==> src/rtl/usart_rx_fifo.sv <==
// usart_rx_fifo
// Receive-side buffer placed directly after usart_rx.
//   - Completes the rx_available / rx_acknowledge handshake (one capture per
//     rx_available assertion, however long it is held).
//   - Stores received bytes in a circular FIFO of DEPTH entries.
//   - Presents the head entry first-word-fall-through on data_out/data_valid.
//   - Sticky overflow / frame_error flags, cleared by clear_flags.
//
// Ports:
//   comm_clock     in   system clock, rising edge
//   reset          in   synchronous active-low reset
//   rx_data[7:0]   in   byte from usart_rx, valid with rx_available
//   rx_available   in   usart_rx holds a byte until acknowledged
//   rx_error       in   framing error for the current byte
//   rx_acknowledge out  registered acknowledge back to usart_rx
//   data_out[7:0]  out  head-of-FIFO byte (valid when data_valid)
//   data_valid     out  FIFO non-empty
//   data_read      in   pop strobe, ignored while empty
//   count          out  entries held, 0..DEPTH
//   overflow       out  sticky: byte dropped because FIFO was full
//   frame_error    out  sticky: byte arrived with rx_error=1
//   clear_flags    in   clears overflow and frame_error (wins over a set)
//   data_error     out  (USART_RX_FIFO_ERROR_TAG_EN only) error tag of head
//
// Optional feature macro: USART_RX_FIFO_ERROR_TAG_EN
//   defined   : 9-bit entries {rx_error, rx_data}; errored bytes are stored
//               and their tag is shown on data_error.
//   undefined : 8-bit entries; errored bytes are discarded.

module usart_rx_fifo #(
    parameter int DEPTH     = 16,
    parameter int ADDR_BITS = 4
) (
    input  logic                 comm_clock,
    input  logic                 reset,
    input  logic [7:0]           rx_data,
    input  logic                 rx_available,
    input  logic                 rx_error,
    output logic                 rx_acknowledge,
    output logic [7:0]           data_out,
    output logic                 data_valid,
    input  logic                 data_read,
    output logic [ADDR_BITS:0]   count,
    output logic                 overflow,
    output logic                 frame_error,
`ifdef USART_RX_FIFO_ERROR_TAG_EN
    output logic                 data_error,
`endif
    input  logic                 clear_flags
);

    localparam logic IDLE      = 1'b0;
    localparam logic WAIT_DROP = 1'b1;

`ifdef USART_RX_FIFO_ERROR_TAG_EN
    localparam int ENTRY_W = 9;
`else
    localparam int ENTRY_W = 8;
`endif

    localparam logic [ADDR_BITS:0] FULL_COUNT = (ADDR_BITS+1)'(DEPTH);

    logic                 state;
    logic [ADDR_BITS-1:0] wr_ptr;
    logic [ADDR_BITS-1:0] rd_ptr;
    logic [ENTRY_W-1:0]   mem [DEPTH];

    logic capture;
    logic pop;
    logic full;
    logic err_discard;
    logic wr_en;
    logic ovf_set;
    logic ferr_set;
    logic [ENTRY_W-1:0] wr_entry;

    // A capture happens only on the IDLE cycle that sees rx_available, so a
    // byte held for many cycles is written exactly once.
    assign capture = (state == IDLE) && rx_available;
    assign pop     = data_read && (count != '0);
    assign full    = (count == FULL_COUNT);

`ifdef USART_RX_FIFO_ERROR_TAG_EN
    assign err_discard = 1'b0;
    assign wr_entry    = {rx_error, rx_data};
`else
    assign err_discard = rx_error;
    assign wr_entry    = rx_data;
`endif

    // A pop in the same cycle frees the slot, so a full FIFO still accepts.
    assign wr_en    = capture && !err_discard && (!full || pop);
    assign ovf_set  = capture && !err_discard && full && !pop;
    assign ferr_set = capture && rx_error;

    // Handshake: ack follows the state; dropping rx_available returns to IDLE
    // and clears ack on the same edge.
    always_ff @(posedge comm_clock) begin
        if (!reset) begin
            state          <= IDLE;
            rx_acknowledge <= 1'b0;
        end else begin
            case (state)
                IDLE: begin
                    if (rx_available) begin
                        state          <= WAIT_DROP;
                        rx_acknowledge <= 1'b1;
                    end else begin
                        rx_acknowledge <= 1'b0;
                    end
                end
                default: begin
                    if (!rx_available) begin
                        state          <= IDLE;
                        rx_acknowledge <= 1'b0;
                    end else begin
                        rx_acknowledge <= 1'b1;
                    end
                end
            endcase
        end
    end

    // Storage has no reset; contents are don't-care until written.
    always_ff @(posedge comm_clock) begin
        if (reset && wr_en) mem[wr_ptr] <= wr_entry;
    end

    always_ff @(posedge comm_clock) begin
        if (!reset) begin
            wr_ptr <= '0;
            rd_ptr <= '0;
            count  <= '0;
        end else begin
            if (wr_en) wr_ptr <= wr_ptr + ADDR_BITS'(1);
            if (pop)   rd_ptr <= rd_ptr + ADDR_BITS'(1);
            case ({wr_en, pop})
                2'b10:   count <= count + (ADDR_BITS+1)'(1);
                2'b01:   count <= count - (ADDR_BITS+1)'(1);
                default: count <= count;
            endcase
        end
    end

    // Sticky flags; a clear in the same cycle as an event wins.
    always_ff @(posedge comm_clock) begin
        if (!reset) begin
            overflow    <= 1'b0;
            frame_error <= 1'b0;
        end else if (clear_flags) begin
            overflow    <= 1'b0;
            frame_error <= 1'b0;
        end else begin
            if (ovf_set)  overflow    <= 1'b1;
            if (ferr_set) frame_error <= 1'b1;
        end
    end

    assign data_valid = (count != '0);
    assign data_out   = mem[rd_ptr][7:0];
`ifdef USART_RX_FIFO_ERROR_TAG_EN
    assign data_error = mem[rd_ptr][8];
`endif

endmodule
==> config.mk <==
export PLATFORM = sky130hd
export DESIGN_NAME = usart_rx_fifo
export DESIGN_NICKNAME = d
export VERILOG_FILES = /design/src/rtl/usart_rx_fifo.sv
export SDC_FILE = /design/constraint.sdc
export NUM_CORES = 1
export LEC_CHECK = 0
export ABC_AREA = 0
export BUFFER_PORTS_ARGS = -buffer_cell sky130_fd_sc_hd__buf_2
export CORE_ASPECT_RATIO = 1.5
export CORE_MARGIN = 2
export CORE_UTILIZATION = 45
export CTS_CLUSTER_DIAMETER = 80
export DETAILED_ROUTE_END_ITERATION = 10
export PLACE_DENSITY = 0.69
export SYNTH_ARGS = -nofsm -noshare
export SYNTH_HDL_FRONTEND = slang
export SYNTH_SLANG_ARGS = --single-unit
==> constraint.sdc <==
create_clock -name comm_clock -period 3.6 [get_ports comm_clock]
set_input_delay 0.18 -clock comm_clock [delete_from_list [all_inputs] [get_ports comm_clock]]
set_output_delay 0.18 -clock comm_clock [all_outputs]
set_load 0.05 [all_outputs]
## Yosys cells after proc, flatten, opt, wreduce, memory -nomap -nowiden

Memories as Yosys holds them, arrays and structs flattened. A register that Yosys moved wholly into a read port is not among the register bits.
Index checks and enable logic that the tools add are counted.

| word-level totals | value |
|---|---|
| register bits after elaboration | 16 |
| RAM bits | 128 |
| input port bits | 14 |
| output and inout port bits | 17 |
| word-level logic and storage cells | 37 |
| memories kept | 1 |

| cells by class | value |
|---|---|
| $add $sub $neg | 4 |
| equality and inequality tests | 3 |
| muxes and demuxes | 6 |
| bitwise logic cells | 2 |
| reduce and logical (&&, ||, !) cells | 15 |

Memories:

| name | words | width | read ports | clocked after memory_dff | write ports | line | source |
|---|---|---|---|---|---|---|---|
| mem | 16 | 8 | 1 | 1 | 1 | 66 | `logic [ENTRY_W-1:0] mem [DEPTH];` |

Operator list:

| operator | count |
|---|---|
| $pmux W5 S2 | 1 |
| $add A4 B1 Y4 const B | 2 |
| $logic_and A1 B1 Y1 | 8 |
| $mux W4 | 2 |
| $add A5 B1 Y5 const B | 1 |
| $eq A5 B5 Y1 const B | 1 |
| $reduce_bool A5 Y1 | 1 |
| $sub A5 B1 Y5 const B | 1 |
| $logic_not A1 Y1 | 3 |
| $mux W1 | 3 |
| $eq A2 B1 Y1 const B | 1 |
| $eq A2 B2 Y1 const B | 1 |
| $not A1 Y1 | 2 |
| $reduce_bool A2 Y1 | 1 |
| $reduce_or A2 Y1 | 1 |
| $logic_or A1 B1 Y1 | 1 |

## Longest topological paths before layout

Gate-level depths: netlist of run 1.

| logic depth | value |
|---|---|
| depth in word-level cells | 7 |
| mapped depth | 9 |
| mapped depth without buffers | 8 |

## Worst setup path after synthesis of run 1

No wires, ideal clock.

| timing | value |
|---|---|
| path kind | reg-to-reg |
| from | reg count[1] |
| to | reg count[4] |
| library setup time | 120 ps |
| arrival | 2,759 ps |
| slack | 722 ps |
| cell stages (with the launch flop) | 10 |
| path buffers | 1 |
| period minus slack after synthesis | 2,878 ps |
| cells stage by stage | dfxtp_1 > buf_2 > or4_4 > o211ai_4 > inv_2 > ha_1 > a31oi_1 > or3_1 > and3_1 > o31a_1 |

| between the ends | value |
|---|---|
| word-level cells in the longest chain between the ends | 6 |
| elaborated cells on any way between the ends | 12 |
| those cells by class | 2 x add/sub; 3 x eq/ne; 1 x mux; 6 x reduce/logical |

RTL lines:

| what | line | source |
|---|---|---|
| start: declaration | 43 | `output logic [ADDR_BITS:0] count,` |
| start signal: assignment | 138 | `2'b10: count <= count + (ADDR_BITS+1)'(1);` |
| start signal: assignment | 139 | `2'b01: count <= count - (ADDR_BITS+1)'(1);` |
| start signal: assignment | 140 | `default: count <= count;` |
| $eq A5 B5 Y1 or $reduce_bool A5 Y1 (tied branches) | 81, 80 |  |
| $logic_not A1 Y1 or $logic_and A1 B1 Y1 (tied branches) | 92, 80 |  |
| $logic_or A1 B1 Y1 | 92 | `assign wr_en = capture && !err_discard && (!full \|\| pop);` |
| $logic_and A1 B1 Y1 | 92 |  |
| $eq A2 B1 Y1 or $eq A2 B2 Y1 (tied branches) | 137 | `case ({wr_en, pop})` |
| $pmux W5 S2 or $reduce_bool A2 Y1 (tied branches) | -- |  |

Several ways; a longest one is shown, not always the timed one.
A chain may end at the register's enable or synchronous reset.

## Worst setup path after layout of run 1

Same ends and word-level chain as after synthesis.

==> results of run 1 <==
==> per-layer routing <==
metal	share of wire	wire length, um
met4	0.016	171
met5	0	0
met1	0.40	4272
met2	0.55	5936
met3	0.040	429
==> synth_stat cells, types with 4 or more instances <==
library cell	number	area share
edfxtp_1	128	0.65
mux4_2	40	0.15
nor2_1	30	0.019
dfxtp_1	20	0.067
clkbuf_1	8	0.0050
ha_1	7	0.015
inv_1	6	0.0038
nand2_1	6	0.0038
buf_2	5	0.0042
nand3_1	4	0.0034
nor3_1	4	0.0034
o21ai_0	4	0.0034
xnor2_1	4	0.0059
==> registers in the layout, summed over array words and instances (netlist names), named ones only <==
register / flops
count: 5
frame_error: 1
mem: 128
overflow: 1
rd_ptr: 4
state: 1
wr_ptr: 4
==> area by class of cell <==
class                      count  area (um2)
sequential                   148        4245
multi-input combinational    143        1607
tap                          159       198.9
timing repair buffer          35       200.2
inverter                       7       26.28
clock inverter                 8       62.56
fill                         997        6162
clock buffer                  24       451.7
==> stage by stage <==
| step | std cells | setup WS (ps) |
|---|---|---|
| after floorplan | 314 | 721.6 |
| after global placement | 492 | 931.8 |
| after detailed placement | 492 | 842.9 |
| after CTS | 524 | 753.0 |
| after global routing | 524 | 594.7 |
| final | 524 | 811.6 |
==> power groups by stage <==
stage               Clock [mW]  Combinational (mW)  Sequential, mW
global route              1.64                1.18            2.03
finish                    1.55                1.10            2.02
detailed placement           0                1.11            2.06
global placement             0                1.10            2.05
CTS                       1.57                1.11            2.02
floorplan                    0               0.867            2.05
==> worst min path at each step <==
stage	from	to	slack (ps)	cells after the start
finish	rx_available	state$_SDFF_PN0_	20	2
global route	rx_available	state$_SDFF_PN0_	30	2
CTS	rx_available	state$_SDFF_PN0_	3	2
detailed placement	rx_available	state$_SDFF_PN0_	430	2
global placement	rx_available	state$_SDFF_PN0_	420	2
floorplan	rx_data[0]	mem[0][0]$_DFFE_PP_	280	0
==> cell families after synthesis <==
family,synth area share
buffers and inverters,0.01682
DFF,0.7132
and+or+nand+nor,0.05088
adders and majority gates,0.01472
AOI/OAI and AO/OA,0.03764
xor gates and xnor gates,0.01030
muxes,0.1564
==> worst register-to-register path, cell delays in order, from the launching register on <==
cell	delay, ps
dfxtp_1	420
or4_4	590
o211ai_4	260
inv_2	100
ha_1	360
a31oi_1	110
or3_1	350
and3_1	200
o31a_1	290
==> cell usage in the layout, fill, tap and decap left out, types with 4 or more instances in the layout <==
master | Yosys | layout
buf_2 | 5 | 30
buf_4 | 0 | 4
clkbuf_1 | 8 | 7
clkbuf_16 | 0 | 17
clkinv_2 | 0 | 5
dfxtp_1 | 20 | 19
edfxtp_1 | 128 | 128
ha_1 | 7 | 7
inv_1 | 6 | 6
mux4_2 | 40 | 40
nand2_1 | 6 | 6
nand3_1 | 4 | 4
nor2_1 | 30 | 30
nor3_1 | 4 | 4
o21ai_0 | 4 | 4
xnor2_1 | 4 | 4
==> metrics.cfg, run 1 <==
[place]
port_buffers = 30
dp_hpwl_um = 7333
placed_area_um2 = 6277
place_congestion = 0.8287

[logic_synthesis]
syn_nets = 335
synth_area_um2 = 5951
yosysUniqueCellTypes = 45
synth_flop_cell = edfxtp_1
ys_seq_area_frac = 0.7132
netlist_instances = 314
yosys_warnings = 0
synth_edf_count = 128
ys_ff_latch = 148
ys_async_sr_fraction = 0
synth.avg_cell_area_um2 = 18.95

[power]
p_sw_mw = 1.352
sequentialPowerShare = 0.432
combPwrFrac = 0.236
ir_drop_v = 0.0006445
cellPowerDensity_nw_per_um2 = 687.2
clkPwrFrac = 0.332
p_sw_frac = 0.2897
total_power_mw = 4.667
p_leak_nw = 2.183
intPower_mw = 3.315

[timing]
finalMaxSlewViolations = 0
setup_viol = 0
fmax_mhz = 358.6
timing.final.hold_violations = 0
fin_skew_ps = 6.578
fin_crit_sh = 0.7746
worst_slew_pin_slew_ps = 951.7
tns_ps = 0
rsz0062_at_grt = false
fin_crit_ps = 2788
hold_ws_ps = 16.58
slew_headroom = 0.3632

[critical_path]
end_kind = flip-flop
cp_num_buf_inv = 1
r2r_end = count[4]$_SDFFE_PN0P_
startpoint = count[1]$_SDFFE_PN0P_
path_delay_family = simple AND/OR/NAND/NOR gates
crit_type = reg2reg
rr_worst_depth = 8
path_cells = or4_4 > o211ai_4 > inv_2 > ha_1 > a31oi_1 > or3_1 > and3_1 > o31a_1
crit_path_max_incr_delay_ps = 590
worst-path-stages = 8
cp-start-kind = flip-flop
path_max_fanout = 11
reg2reg_slack_ps = 810
cp_slowest_cell = or4_4
endpoint = count[4]$_SDFFE_PN0P_
rr_startpoint = count[1]$_SDFFE_PN0P_
arrival_ps = 3090
crit_required_ps = 3900

[grt]
grt_pass1_vias = 2997
use_met2 = 0.2942
antenna_found_initial = 0
grt.busiest_layer = met2
grt_pass1_wl_um = 17020
gr-total-overflow = 0
grt.met3_usage = 0.03746
grt_usage = 0.1641
grt_max_degree = 33
met1_usage = 0.1921

[route]
drt-initial-drc-count = 212
remaining_drc_errors = 0
drt_first_pass_iters = 4
ant_nets = 0
wl_per_cell_um = 20.63
vias = 2924
via_per_inst = 5.580
routed_wl_um = 10810

[floorplan]
rows = 51
die_h_um = 144.8
start_util = 0.4594
die_w_um = 97.89
core_um2 = 12950
io_pins = 31
dieArea_um2 = 14180

[clocking]
clk_latency_ps = 410
cts_max_path_buffers = 2
path_clk_slew_ps = 50
cts_setup_buffers = 0
cts_num_sinks = 148
cts-resized-gates = 0
htreeDepth = 4
cts_root_buf = clkbuf_16
tritoncts = yes
cts-hold-fix-buffers = 0
cts_buffers = 17

[cells_and_area]
nets = 373
drive_gt1_frac = 0.2959
areaGrowthSynthToFinish_pct = 14.13
n_antenna_cell = 0
stdcell_area_um2 = 6792
final_core_util = 0.5243

[flow_run]
maxCapViolCount = 0

[worst_hold_path]
min_path_type = in2reg

[run_status]
status = completed

Note: power is estimated with default switching activity, not from simulation.
==> run 2: changes to the inputs <==
==> constraint.sdc (replaced) <==
create_clock -name comm_clock -period 2.6 [get_ports comm_clock]
set_input_delay 0.13 -clock comm_clock [delete_from_list [all_inputs] [get_ports comm_clock]]
set_output_delay 0.13 -clock comm_clock [all_outputs]
set_load 0.05 [all_outputs]
==> run 2 against run 1 <==
Against the previous run: die area stayed put; sequential share of layout area decreased by 2.5 points; clock-buffer cell count down 6; largest power group unchanged; final area up 4.5%; sequential cell count unchanged; largest cell class unchanged; sequential power rose by 38%; final cell count rose by 5.0%.
==> metrics.cfg, run 2 (synthesis gave the netlist of run 1 again) <==
[run_status]
status = completed  ; unchanged

[route]
routed_wl_um = 11660  ; was 10810 um
ant_nets = 0  ; unchanged
remaining_drc_errors = 0  ; unchanged
drt_first_pass_iters = 4  ; unchanged
wl_per_cell_um = 21.20  ; was 20.63 um
drt-initial-drc-count = 176  ; was 212
via_per_inst = 5.644  ; was 5.580
vias = 3104  ; was 2924

[floorplan]
die_w_um = 97.89  ; unchanged
die_h_um = 144.8  ; unchanged
dieArea_um2 = 14180  ; unchanged
start_util = 0.4594  ; unchanged
io_pins = 31  ; unchanged
rows = 51  ; unchanged
core_um2 = 12950  ; unchanged

[cells_and_area]
areaGrowthSynthToFinish_pct = 19.28  ; was 14.13%
largest_reg_flops = 128  ; unchanged
drive_gt1_frac = 0.3708  ; was 0.2959
nFillCells = 1004  ; was 997
top_register = mem  ; unchanged
final_common_cell = edfxtp_1  ; unchanged
n_antenna_cell = 0  ; unchanged
stdcell_area_um2 = 7098  ; was 6792 um2
final_core_util = 0.5480  ; was 0.5243
reg_top3 = mem x128, count x5  ; unchanged
layout_common_cells = edfxtp_1, mux4_2, nor2_1, buf_2, buf_4  ; was edfxtp_1, mux4_2, nor2_1, buf_2, dfxtp_1
nets = 399  ; was 373

[place]
dp_hpwl_um = 7765  ; was 7333 um
placed_area_um2 = 6485  ; was 6277 um2
place_congestion = 0.7726  ; was 0.8287
port_buffers = 30  ; unchanged
dpl_worst_slack_ps = 75.12  ; was 842.9 ps

[timing]
fin_crit_ps = 2520  ; was 2788 ps
slew_headroom = 0.3564  ; was 0.3632
finalMaxSlewViolations = 0  ; unchanged
fin_crit_sh = 0.9692  ; was 0.7746
setup_viol = 0  ; unchanged
tns_ps = 0  ; unchanged
fmax_mhz = 396.8  ; was 358.6 MHz
timing.final.hold_violations = 0  ; unchanged
setup_ws_ps = 80.10  ; was 811.6 ps
fin_skew_ps = 6.264  ; was 6.578 ps
worst_slew_pin_slew_ps = 961.9  ; was 951.7 ps

[clocking]
tritoncts = yes  ; unchanged
cts_num_sinks = 148  ; unchanged
cts_root_buf = clkbuf_16  ; unchanged
cts_max_path_buffers = 2  ; unchanged
htreeDepth = 4  ; unchanged
clk_latency_ps = 410  ; about the same
path_clk_slew_ps = 60  ; was 50 ps
cts_buffers = 17  ; unchanged

[critical_path]
arrival_ps = 2820  ; was 3090 ps
cp-start-kind = flip-flop  ; unchanged
cp_slowest_cell = or4_4  ; unchanged
end_kind = flip-flop  ; unchanged
crit_path_max_incr_delay_ps = 510  ; was 590 ps
cp_num_buf_inv = 1  ; unchanged
reg2reg_slack_ps = 80  ; was 810 ps
crit_required_ps = 2900  ; was 3900 ps
path_cells = or4_4 > o211ai_4 > inv_2 > ha_4 > a31oi_1 > or3_1 > and3_1 > o31a_1  ; was or4_4 > o211ai_4 > inv_2 > ha_1 > a31oi_1 > or3_1 > and3_1 > o31a_1
crit_type = reg2reg  ; unchanged
path_delay_family = simple AND/OR/NAND/NOR gates  ; unchanged
path_max_fanout = 11  ; unchanged

[grt]
gr-total-overflow = 0  ; unchanged
grt_max_degree = 33  ; unchanged
antenna_found_initial = 0  ; unchanged
grt_usage = 0.1739  ; was 0.1641
grt_pass1_wl_um = 18260  ; was 17020 um
grt_pass1_vias = 3267  ; was 2997

[power]
total_power_mw = 6.841  ; was 4.667 mW
sequentialPowerShare = 0.407  ; was 0.432
clkPwrFrac = 0.338  ; was 0.332
p_leak_nw = 2.331  ; was 2.183 nW
cellPowerDensity_nw_per_um2 = 963.8  ; was 687.2 nW/um2
p_sw_mw = 2.002  ; was 1.352 mW
combPwrFrac = 0.255  ; was 0.236
intPower_mw = 4.838  ; was 3.315 mW
ir_drop_v = 0.0009241  ; was 0.0006445 V
p_sw_frac = 0.2927  ; was 0.2897

[worst_hold_path]
min_path_type = in2reg  ; unchanged

[flow_run]
maxCapViolCount = 0  ; unchanged

## run 2: cell type report
class / instances / area [um2] / area share
flip-flops and latches: 148 / 4258 / 0.5999
multi-input cells: 143 / 1622 / 0.2285
clock buffers: 18 / 429.2 / 0.06046
repair buffers: 61 / 425.4 / 0.05993
well taps: 159 / 198.9 / 0.02803
clock inverters: 14 / 138.9 / 0.01957
inverters: 7 / 26.28 / 0.003702
## run 2: through the flow
stage               instances  hold WS [ps]
floorplan                 314         228.9
global placement          513         371.7
detailed placement        513         404.4
CTS                       547         24.47
global route              550         42.14
finish                    550         43.02
## run 2: power groups by stage
stage / sequential [mW] / combinational (mW) / clock, mW
finish: 2.78 / 1.75 / 2.31
global route: 2.80 / 1.85 / 2.44
CTS: 2.78 / 1.73 / 2.35
detailed placement: 2.83 / 1.72 / 0
global placement: 2.82 / 1.69 / 0
floorplan: 2.86 / 1.23 / 0
## run 2: metal layers
metal  GRT usage  vias to the layer above  part of all wire
met5           0                        -                 0
met4     0.06652                        0             0.012
met3     0.03458                       10             0.031
met2      0.3212                       79              0.57
met1      0.1990                     1620              0.39
li1            -                     1395                 -
## run 2: final timing paths
check                   startpoint                  endpoint  cells past startpoint
max reg2reg  count[2]$_SDFFE_PN0P_     count[4]$_SDFFE_PN0P_                      8
min reg2reg  overflow$_SDFFE_PP0P_     overflow$_SDFFE_PP0P_                      2
max          count[2]$_SDFFE_PN0P_     count[4]$_SDFFE_PN0P_                      8
min                       rx_error  frame_error$_SDFFE_PP0P_                      3
## run 2: worst register-to-register path: stages (launching register included)
cell,delay [ps]
dfxtp_4,380
or4_4,510
o211ai_4,240
inv_2,120
ha_4,300
a31oi_1,90
or3_1,370
and3_1,170
o31a_1,230
## run 2: repair_timing
action	4_1_cts	5_1_grt
gates resized for setup	1	0
buffers inserted	0	3
hold buffers	2	0
pin swaps	0	2
endpoints found under the setup margin	5	1
cloned	0	0
hold endpoints to repair	3	0
==> run 3: changes to the inputs <==
==> constraint.sdc (replaced) <==
create_clock -name comm_clock -period 2.6 [get_ports comm_clock]
set_input_delay 0.26 -clock comm_clock [delete_from_list [all_inputs] [get_ports comm_clock]]
set_output_delay 0.26 -clock comm_clock [all_outputs]
set_load 0.05 [all_outputs]
==> run 3 against run 2 <==
Against the previous run: wire length is 1.5% lower; maximum frequency is 1.6% lower; die area stayed put; register-to-register slack better by 30 ps; global-route usage is 0.45 points higher.
==> metrics.cfg, run 3 (synthesis gave the netlist of run 1 again) <==
[worst_hold_path]
min_path_type = in2reg  ; unchanged

[cells_and_area]
n_antenna_cell = 0  ; unchanged
final_core_util = 0.5440  ; was 0.5480
layout_common_cells = edfxtp_1, mux4_2, nor2_1  ; was edfxtp_1, mux4_2, nor2_1, buf_2, buf_4
nets = 394  ; was 399
reg_top3 = mem x128, count x5  ; unchanged
top_register = mem  ; unchanged
drive_gt1_frac = 0.3594  ; was 0.3708
areaGrowthSynthToFinish_pct = 18.42  ; was 19.28%
final_common_cell = edfxtp_1  ; unchanged
largest_reg_flops = 128  ; unchanged

[clocking]
htreeDepth = 4  ; unchanged
cts_max_path_buffers = 2  ; unchanged
cts_num_sinks = 148  ; unchanged
cts_root_buf = clkbuf_16  ; unchanged
cts_buffers = 17  ; unchanged
tritoncts = yes  ; unchanged
clk_latency_ps = 410  ; about the same
cts-hold-fix-buffers = 0  ; was 2
path_clk_slew_ps = 60  ; about the same

[critical_path]
crit_type = reg2out  ; was reg2reg
crit_required_ps = 2340  ; was 2900 ps
path_max_fanout = 16  ; was 11
arrival_ps = 2300  ; was 2820 ps
end_kind = output port  ; was flip-flop
cp-start-kind = flip-flop  ; unchanged
reg2reg_slack_ps = 110  ; was 80 ps

[route]
remaining_drc_errors = 0  ; unchanged
drt-initial-drc-count = 222  ; was 176
ant_nets = 0  ; unchanged
drt_first_pass_iters = 4  ; unchanged
via_per_inst = 5.600  ; was 5.644
vias = 3041  ; was 3104
routed_wl_um = 11490  ; was 11660 um
wl_per_cell_um = 21.15  ; was 21.20 um

[grt]
grt_max_degree = 33  ; unchanged
grt_pass1_wl_um = 18380  ; was 18260 um
gr-total-overflow = 0  ; unchanged
grt_usage = 0.1784  ; was 0.1739
grt_pass1_vias = 3232  ; was 3267
antenna_found_initial = 0  ; unchanged

[run_status]
status = completed  ; unchanged

[floorplan]
die_w_um = 97.89  ; unchanged
start_util = 0.4594  ; unchanged
core_um2 = 12950  ; unchanged
dieArea_um2 = 14180  ; unchanged
rows = 51  ; unchanged
die_h_um = 144.8  ; unchanged
io_pins = 31  ; unchanged

[place]
dp_hpwl_um = 7553  ; was 7765 um
place_congestion = 0.7640  ; was 0.7726
port_buffers = 30  ; unchanged
dpl_worst_slack_ps = 79.83  ; was 75.12 ps

[timing]
tns_ps = 0  ; unchanged
rsz0062_at_grt = true
fin_crit_ps = 2562  ; was 2520 ps
finalMaxSlewViolations = 0  ; unchanged
setup_ws_ps = 37.88  ; was 80.10 ps
slew_headroom = 0.3089  ; was 0.3564
fin_skew_ps = 5.870  ; was 6.264 ps
worst_slew_pin_slew_ps = 1033  ; was 961.9 ps
fin_crit_sh = 0.9854  ; was 0.9692
timing.final.hold_violations = 0  ; unchanged
setup_viol = 0  ; unchanged
fmax_mhz = 390.3  ; was 396.8 MHz

[power]
cellPowerDensity_nw_per_um2 = 955.3  ; was 963.8 nW/um2
ir_drop_v = 0.001069  ; was 0.0009241 V
p_leak_nw = 2.312  ; was 2.331 nW

[flow_run]
maxCapViolCount = 0  ; unchanged

[run 3: cell count changes in the layout (fill, tap and decap cells not counted), moves of 2 or more]
cell | before | now
buf_2 | 30 | 26
clkinv_1 | 1 | 4
clkinvlp_4 | 5 | 2
dlygate4sd3_1 | 2 | 0
[run 3: area by class of cell]
cell class                      count  area [um2]
Inverter                            7       26.28
Tap cell                          159       198.9
Fill cell                         977        5907
Clock buffer                       17       425.4
Multi-Input combinational cell    143        1622
Clock inverter                     13       118.9
Sequential cell                   148        4255
Timing Repair Buffer               56       400.4
[run 3: stage by stage]
stage / cell area, um2 / instances / hold WS, ps / power (mW)
after floorplan: 5988 / 314 / 358.9 / 4.091
after global placement: 6457 / 511 / 455.1 / 4.469
after detailed placement: 6457 / 511 / 452.7 / 4.502
after CTS: 7044 / 542 / 93.03 / 6.810
after global routing: 7047 / 543 / 95.78 / 7.033
final: 7047 / 543 / 103.5 / 6.732
[run 3: worst paths after layout]
check        depth (start not counted)                        to                      from
min                                  2          state$_SDFF_PN0_              rx_available
min reg2reg                          2  frame_error$_SDFFE_PP0P_  frame_error$_SDFFE_PP0P_
max reg2reg                          8     count[4]$_SDFFE_PN0P_     count[2]$_SDFFE_PN0P_
max                                  4               data_out[1]                 flip-flop
[run 3: critical path: stages (launching register included)]
cell and delay (ps):
dfxtp_2 410, buf_12 210, mux4_2 530, mux4_2 500
buf_2 240
[run 3: routing by layer]
metal | wire length [um] | track usage | vias to the layer above
li1 | - | - | 1391
met1 | 4388 | 0.2024 | 1555
met2 | 6415 | 0.3219 | 82
met3 | 507 | 0.04515 | 13
met4 | 174 | 0.07237 | 0
met5 | 0 | 0 | -
[run 3: power by group]
part | internal [mW] | switching [mW] | total (mW)
Clock | 1.38 | 0.851 | 2.23
Combinational | 0.789 | 0.966 | 1.75
Sequential | 2.65 | 0.0937 | 2.75
[run 3: timing repair]
action,in CTS,in global routing
resized for setup,4,1
pin swaps,0,1
setup endpoints to repair,4,5
cloned,1,0
buffers inserted,0,1
endpoints found under the hold margin,0,0
